==> config.mk <==
export PLATFORM = sky130hd
export DESIGN_NAME = instruction_fetch
export DESIGN_NICKNAME = d
export VERILOG_FILES = /design/src/rtl/instruction_fetch.sv
export SDC_FILE = /design/constraint.sdc
export NUM_CORES = 1
export LEC_CHECK = 0
export CORE_ASPECT_RATIO = 0.5
export CORE_MARGIN = 1.5
export CORE_UTILIZATION = 40
export DETAILED_ROUTE_END_ITERATION = 8
export PLACE_DENSITY = 0.87
export SETUP_SLACK_MARGIN = 0.15
export SYNTH_ARGS = -nofsm -noshare
export SYNTH_HDL_FRONTEND = slang
export SYNTH_SLANG_ARGS = --single-unit
==> constraint.sdc <==
create_clock -name clk -period 3.2 [get_ports clk]
set_input_delay 0.64 -clock clk [delete_from_list [all_inputs] [get_ports clk]]
set_output_delay 0.64 -clock clk [all_outputs]
set_load 0.03 [all_outputs]
==> src/rtl/instruction_fetch.sv <==
// Instruction fetch requester: drives the word-aligned fetch address every cycle
// and pairs each 1-cycle-late memory return with its PC. Stalls replay the request.
module instruction_fetch #(
  parameter int                 ADDR_W   = 32,
  parameter int                 INSTR_W  = 32,
  parameter logic [ADDR_W-1:0]  RESET_PC = '0
) (
  input  logic               clk,
  input  logic               rst,
  input  logic               i_stall,
  input  logic               i_redirect,
  input  logic [ADDR_W-1:0]  i_redirect_pc,
  output logic [ADDR_W-1:0]  o_req_addr,
  input  logic [INSTR_W-1:0] i_res_data,
  output logic [INSTR_W-1:0] o_instr,
  output logic [ADDR_W-1:0]  o_pc,
  output logic               o_valid
);

  localparam logic [INSTR_W-1:0] NOP = INSTR_W'(32'h0000_0013);

  typedef enum logic {BOOT, RUN} state_t;

  state_t            r_state, state_nxt;
  logic              boot;
  logic [ADDR_W-1:0] r_pc, r_f1_pc;
  logic              r_f1_vld;
  logic [ADDR_W-1:0] redir_addr, req;
  logic              replay;

  always_ff @(posedge clk) begin
    if (rst) r_state <= BOOT;
    else     r_state <= state_nxt;
  end

  always_comb begin
    state_nxt = r_state;
    case (r_state)
      BOOT:    state_nxt = RUN;
      RUN:     state_nxt = RUN;
      default: state_nxt = BOOT;
    endcase
  end

  always_comb begin
    boot = 1'b0;
    case (r_state)
      BOOT:    boot = 1'b1;
      default: boot = 1'b0;
    endcase
  end

  assign redir_addr = {i_redirect_pc[ADDR_W-1:2], 2'b00};
  // Only a real held instruction is replayed; stalling a bubble is meaningless.
  assign replay     = i_stall & r_f1_vld & ~i_redirect;

  always_comb begin
    req = r_pc;
    if (rst)             req = RESET_PC;
    else if (i_redirect) req = redir_addr;
    else if (replay)     req = r_f1_pc;
    else if (boot)       req = RESET_PC;
  end

  assign o_req_addr = {req[ADDR_W-1:2], 2'b00};

  always_ff @(posedge clk) begin
    if (rst) begin
      r_pc     <= RESET_PC;
      r_f1_pc  <= RESET_PC;
      r_f1_vld <= 1'b0;
    end else if (!replay) begin
      r_f1_pc  <= o_req_addr;
      r_f1_vld <= 1'b1;
      r_pc     <= o_req_addr + ADDR_W'(4);
    end
  end

  // Wrong-path data in a redirect cycle is squashed.
  assign o_valid = r_f1_vld & ~i_redirect & ~rst;
  assign o_instr = o_valid ? i_res_data : NOP;
  assign o_pc    = rst ? RESET_PC : r_f1_pc;

endmodule

* Word-level counts from Yosys, hierarchy flattened
Index checks and enable logic that the tools add are counted.
** Cells by class
- Bitwise logic cells :: 6
- $lt $le $gt $ge :: 0
- Div/mod/pow operators :: 0
- Multipliers :: 0
- Equality and inequality tests :: 0
- Shift operators :: 0
- Muxes and demuxes :: 7
- $add $sub $neg :: 1
- Reduce and logical (&&, ||, !) cells :: 0
** Operator list (number)
- $mux 32 :: 6
- $add 32x3->32 const B :: 1
- $and 1x1->1 :: 4
- $not 1->1 :: 2
- $mux 1 :: 1
** Word-level totals
- Output and inout port bits :: 97
- Bits in registers :: 64
- Memory bits (writable) :: 0
- Bits in latches :: 0
- Input port bits :: 68
- Memories kept :: 0
- Memory bits (read-only) :: 0
- Logic and storage cells :: 18

* Logic depth before layout (Yosys ltp)
- Depth after elaboration :: 6
- Depth in mapped cells :: 14
- Gate-level depth less buffers :: 11

* Worst setup path before layout
No wires, ideal clock.
- Path kind :: in2reg
- From :: input port i_redirect
- To :: register r_pc[28]
- Cell stages on the path :: 14
- Buffers on the path :: 5
- Path slack :: -0.647 ns
- Required time :: 3.109 ns
- Arrival time :: 3.756 ns
- Setup time :: 0.091 ns
- Cell sequence :: buf_4 -> inv_2 -> buf_6 -> buf_4 -> buf_2 -> buf_2 -> nor2_1 -> nor3_1 -> ha_1 -> and2_1 -> nand4_1 -> nor4_4 -> a31oi_1 -> a311oi_1
** On the way
- Word-level cells in the longest chain between the ends :: 6
** RTL lines
- start, declared :: RTL line 11 : input logic i_redirect,
- $not 1->1 :: RTL line 55 : assign replay = i_stall & r_f1_vld & ~i_redirect;
- $and 1x1->1 :: RTL line 55
- $mux 32 :: RTL line 61 : else if (replay) req = r_f1_pc;
- $mux 32 * :: RTL line 60 : else if (i_redirect) req = redir_addr;
- $mux 32 * :: RTL line 59 : if (rst) req = RESET_PC;
- via o_req_addr[2] :: RTL line 13 : output logic [ADDR_W-1:0] o_req_addr,
- $add 32x3->32 * :: RTL line 75 : r_pc <= o_req_addr + ADDR_W'(4);
- end signal, assigned :: RTL line 75
- end, declared :: RTL line 26 : logic [ADDR_W-1:0] r_pc, r_f1_pc;
Mark *: on every way through the listed nets, which the timed path passes. The rest lies on a longest branch.
A chain may end at the register's enable or synchronous reset.

* Worst setup path in the final report
- From :: input port i_redirect
- To :: output port o_req_addr[22]
** On the way
- Word-level cells in the longest chain between the ends :: 5
** RTL lines (RTL line)
- $not 1->1 :: 55
- $and 1x1->1 :: 55
- $mux 32 :: 61
- $mux 32 * :: 60
- $mux 32 * :: 59
- end, declared :: 13
Mark *: on every way between the ends. The rest lies on a longest branch, timed or not.

==> metrics <==
Worst Clk Skew approximately 0.0047 ns; DR WL/cell 17.70 microns; Syn-to-layout area delta 64.06%; initial antenna violation count 0; maximum VDD drop around 270 uV; worst reg-to-reg path cell count 14; hold endpoint r_f1_pc[28]; total gr overflow 0; H-tree depth 3; Critical Path AT ~2.2 ns; slew at the pin closest to its max-slew limit roughly 0.54 ns; power per cell area 367.3 nW/um^2; fin cells roughly 860; IO buf count approximately 160; row cnt 25; hold path startpoint r_f1_pc[28]; Detailed Route Iter0 Violations around 480; Nets roughly 800; Synth cell types between 60 and 70; final hold violations 0; Die X approximately 150 microns; antenna viol nets, final 0; CTS clock-pin slew for the worst setup and hold paths around 0.05 ns; clk sinks 62; Die ar. between 10000 and 15000 sq um; Crit Path Category in -> out; storage element area around 1200 sq um; DRC Markers 0; reg2reg end r_pc[18]; max-cap violation count 0; clk buf depth 2; I/O pins about 170; total power 2.434 mW; setup TNS 0 ns; Die Ht roughly 74 microns; Slew Viols, Final 0; crit end category output pin; total CTS buffers 9; critical path fanouts, max 17; gr usage total 0.2654; multi-input logic area ~2700 sq um; first-pass GRT wire length 22850 microns; Yosys reg bits between 60 and 70; P_int 1.695 mW; Setup crit start kind input pin; Ys Warns 0; Sw Pwr ~740 uW; Critical R2R Launch r_f1_vld; Hold Path Cell Cnt 2; fraction of layout cells with a size suffix above 1 0.2899; FFs w/ async S/R, synth 0; Worst R2R Setup Slack about 0.60 ns; vias in the first global route between 4000 and 5000; Flop pwr share 0.348; largest net degree at the start of global routing 67; ANT cells 0; Post-Synthesis Cells approximately 500; crit share post-route 0.8796; Setup violations, final 0; Worst path max stage delay roughly 0.35 ns; placed cell areas roughly 6200 sq um; FILL cells about 700; Worst EP required 2.56 ns; Tmin final approximately 2.8 ns; gp weighted congestion around 0.9; worst skew pair latency about 0.34 ns; Primary FF master, synth dfxtp_1; Lkg Pwr roughly 2.8 nW; CTS tree built; Post-synth EDFFs 0; Initial DRT Pass Iterations 5; Worst slew margin 0.6430; unrepaired setup endpoints after global routing false; cell mode on critical path buf_4; Placed Instances between 800 and 900; clk root buf clkbuf_16; worst hold path class reg -> reg; Final Util 0.6878; via-per-instance ratio approximately 6; DR vias 5018; switching part of the total power 0.3035; Slowest-stage cell, CP a311oi_2; DP Wirelength around 10000 microns; register area share after synthesis 0.3073; post-route cell area 6626 sq um; core area ~9600 sq um; drt total wl 15150 microns; Synth Area per Inst 7.998 sq um; Clk pwr share 0.369; Logic pwr share 0.283; achievable frequency between 300 and 400 MHz; Initial Util 0.4192; status finished, final reports clean; worst-path cell chain dlymetal6s2s_1, buf_12, inv_4, buf_4, nor2_1, a311oi_2, buf_4, buf_4; Synth Cell Area around 4000 sq um
-- worst max-delay path by stage --
stage / from / end
final: i_redirect / o_req_addr[22]
after floorplan: i_redirect / r_pc[22]
after global routing: i_stall / o_req_addr[14]
after CTS: i_stall / o_req_addr[31]
after global placement: i_stall / o_req_addr[19]
after detailed placement: i_stall / r_pc[28]
-- power groups by stage --
stage	Sequential, mW	Combinational, mW	Clock [mW]
global placement	0.856	0.636	0
floorplan	0.850	0.369	0
detailed placement	0.858	0.649	0
CTS	0.843	0.661	0.901
finish	0.847	0.688	0.899
global route	0.850	0.724	0.934
-- cells in the final DEF, fill, tap and decap left out, types with 17 or more instances in the layout --
cell type	instances
buf_4	128
nand3_1	18
nor2_1	60
clkdlybuf4s50_1	92
a311oi_1	25
nand2_1	46
a21oi_1	20
and3_1	17
and2_1	34
nor2b_1	34
dfxtp_1	62
-- what timing repair did --
action,in CTS,in global routing
resized for setup,13,20
hold buffers,0,0
gates cloned,0,1
pin swaps,2,11
setup buffers,2,3
setup endpoints to repair,21,70
-- sequential cells by signal, summed over array words and instances (netlist names) --
register,count
r_state,1
r_f1_vld,1
r_f1_pc,30
r_pc,30
-- metal layers --
layer  track usage  share of wire  vias to the layer above
met5             0              0                        -
met4       0.09410          0.021                        0
met3       0.06503          0.088                       44
met2        0.4822           0.49                      289
met1        0.3150           0.40                     2411
li1              -              -                     2274
-- worst max-delay path, delay by kind of cell --
kind / cells / cell delay, ns
buffers and inverters: 6 / 1.10
and+or+nand+nor: 1 / 0.06
AOI/OAI and AO/OA: 1 / 0.35
-- logic make-up (layout without fill, tap and decap cells) --
group / after synthesis / count (layout) / synth area share
xor gates and xnor gates: 1 / 1 / 0.002169
adders and majority gates: 1 / 1 / 0.003097
AOI/OAI and AO/OA: 117 / 117 / 0.2299
DFF: 62 / 62 / 0.3073
and+or+nand+nor: 263 / 263 / 0.3600
muxes: 8 / 8 / 0.02137
other: 1 / 4 / 0.0009285
buffers and inverters: 52 / 265 / 0.07528
-- synthesized netlist by cell type (all sizes together) (2+ instances only) --
library cell	number	area share
nor2	63	0.059
dfxtp	62	0.31
nand2	48	0.050
a311oi	36	0.087
and2	36	0.056
nor2b	34	0.053
buf	29	0.054
a21oi	21	0.026
nand3	20	0.029
and3	18	0.028
clkbuf	17	0.016
nor3	14	0.019
a211oi	12	0.022
a31oi	10	0.015
o21ai	10	0.012
and4	7	0.015
a221oi	6	0.013
inv	6	0.0056
mux2	5	0.014
nand2b	5	0.0077
nor4	5	0.017
a31o	4	0.0087
nand4	4	0.0099
mux2i	3	0.0074
or3	3	0.0046
a2111oi	2	0.0090
a21boi	2	0.0046
a21o	2	0.0037
nor3b	2	0.0037
o21a	2	0.0037
o311a	2	0.0050
o31ai	2	0.0050
-- area by class of cell --
class,instances,share of cell area
multi-input cells,394,0.4026
well taps,135,0.02549
flip-flops and latches,62,0.1873
clock buffers,14,0.03984
repair buffers,244,0.3403
inverters,6,0.003776
clock inverters,1,0.0007553
-- stage by stage --
stage	worst slack [ns]	hold WS (ns)
finish	0.3852	0.5044
global route	0.3240	0.5141
CTS	0.1396	0.4908
detailed placement	-0.1554	0.4800
global placement	-0.05376	0.4522
floorplan	-0.02831	0.4451
(Power assumes the default switching activity.)
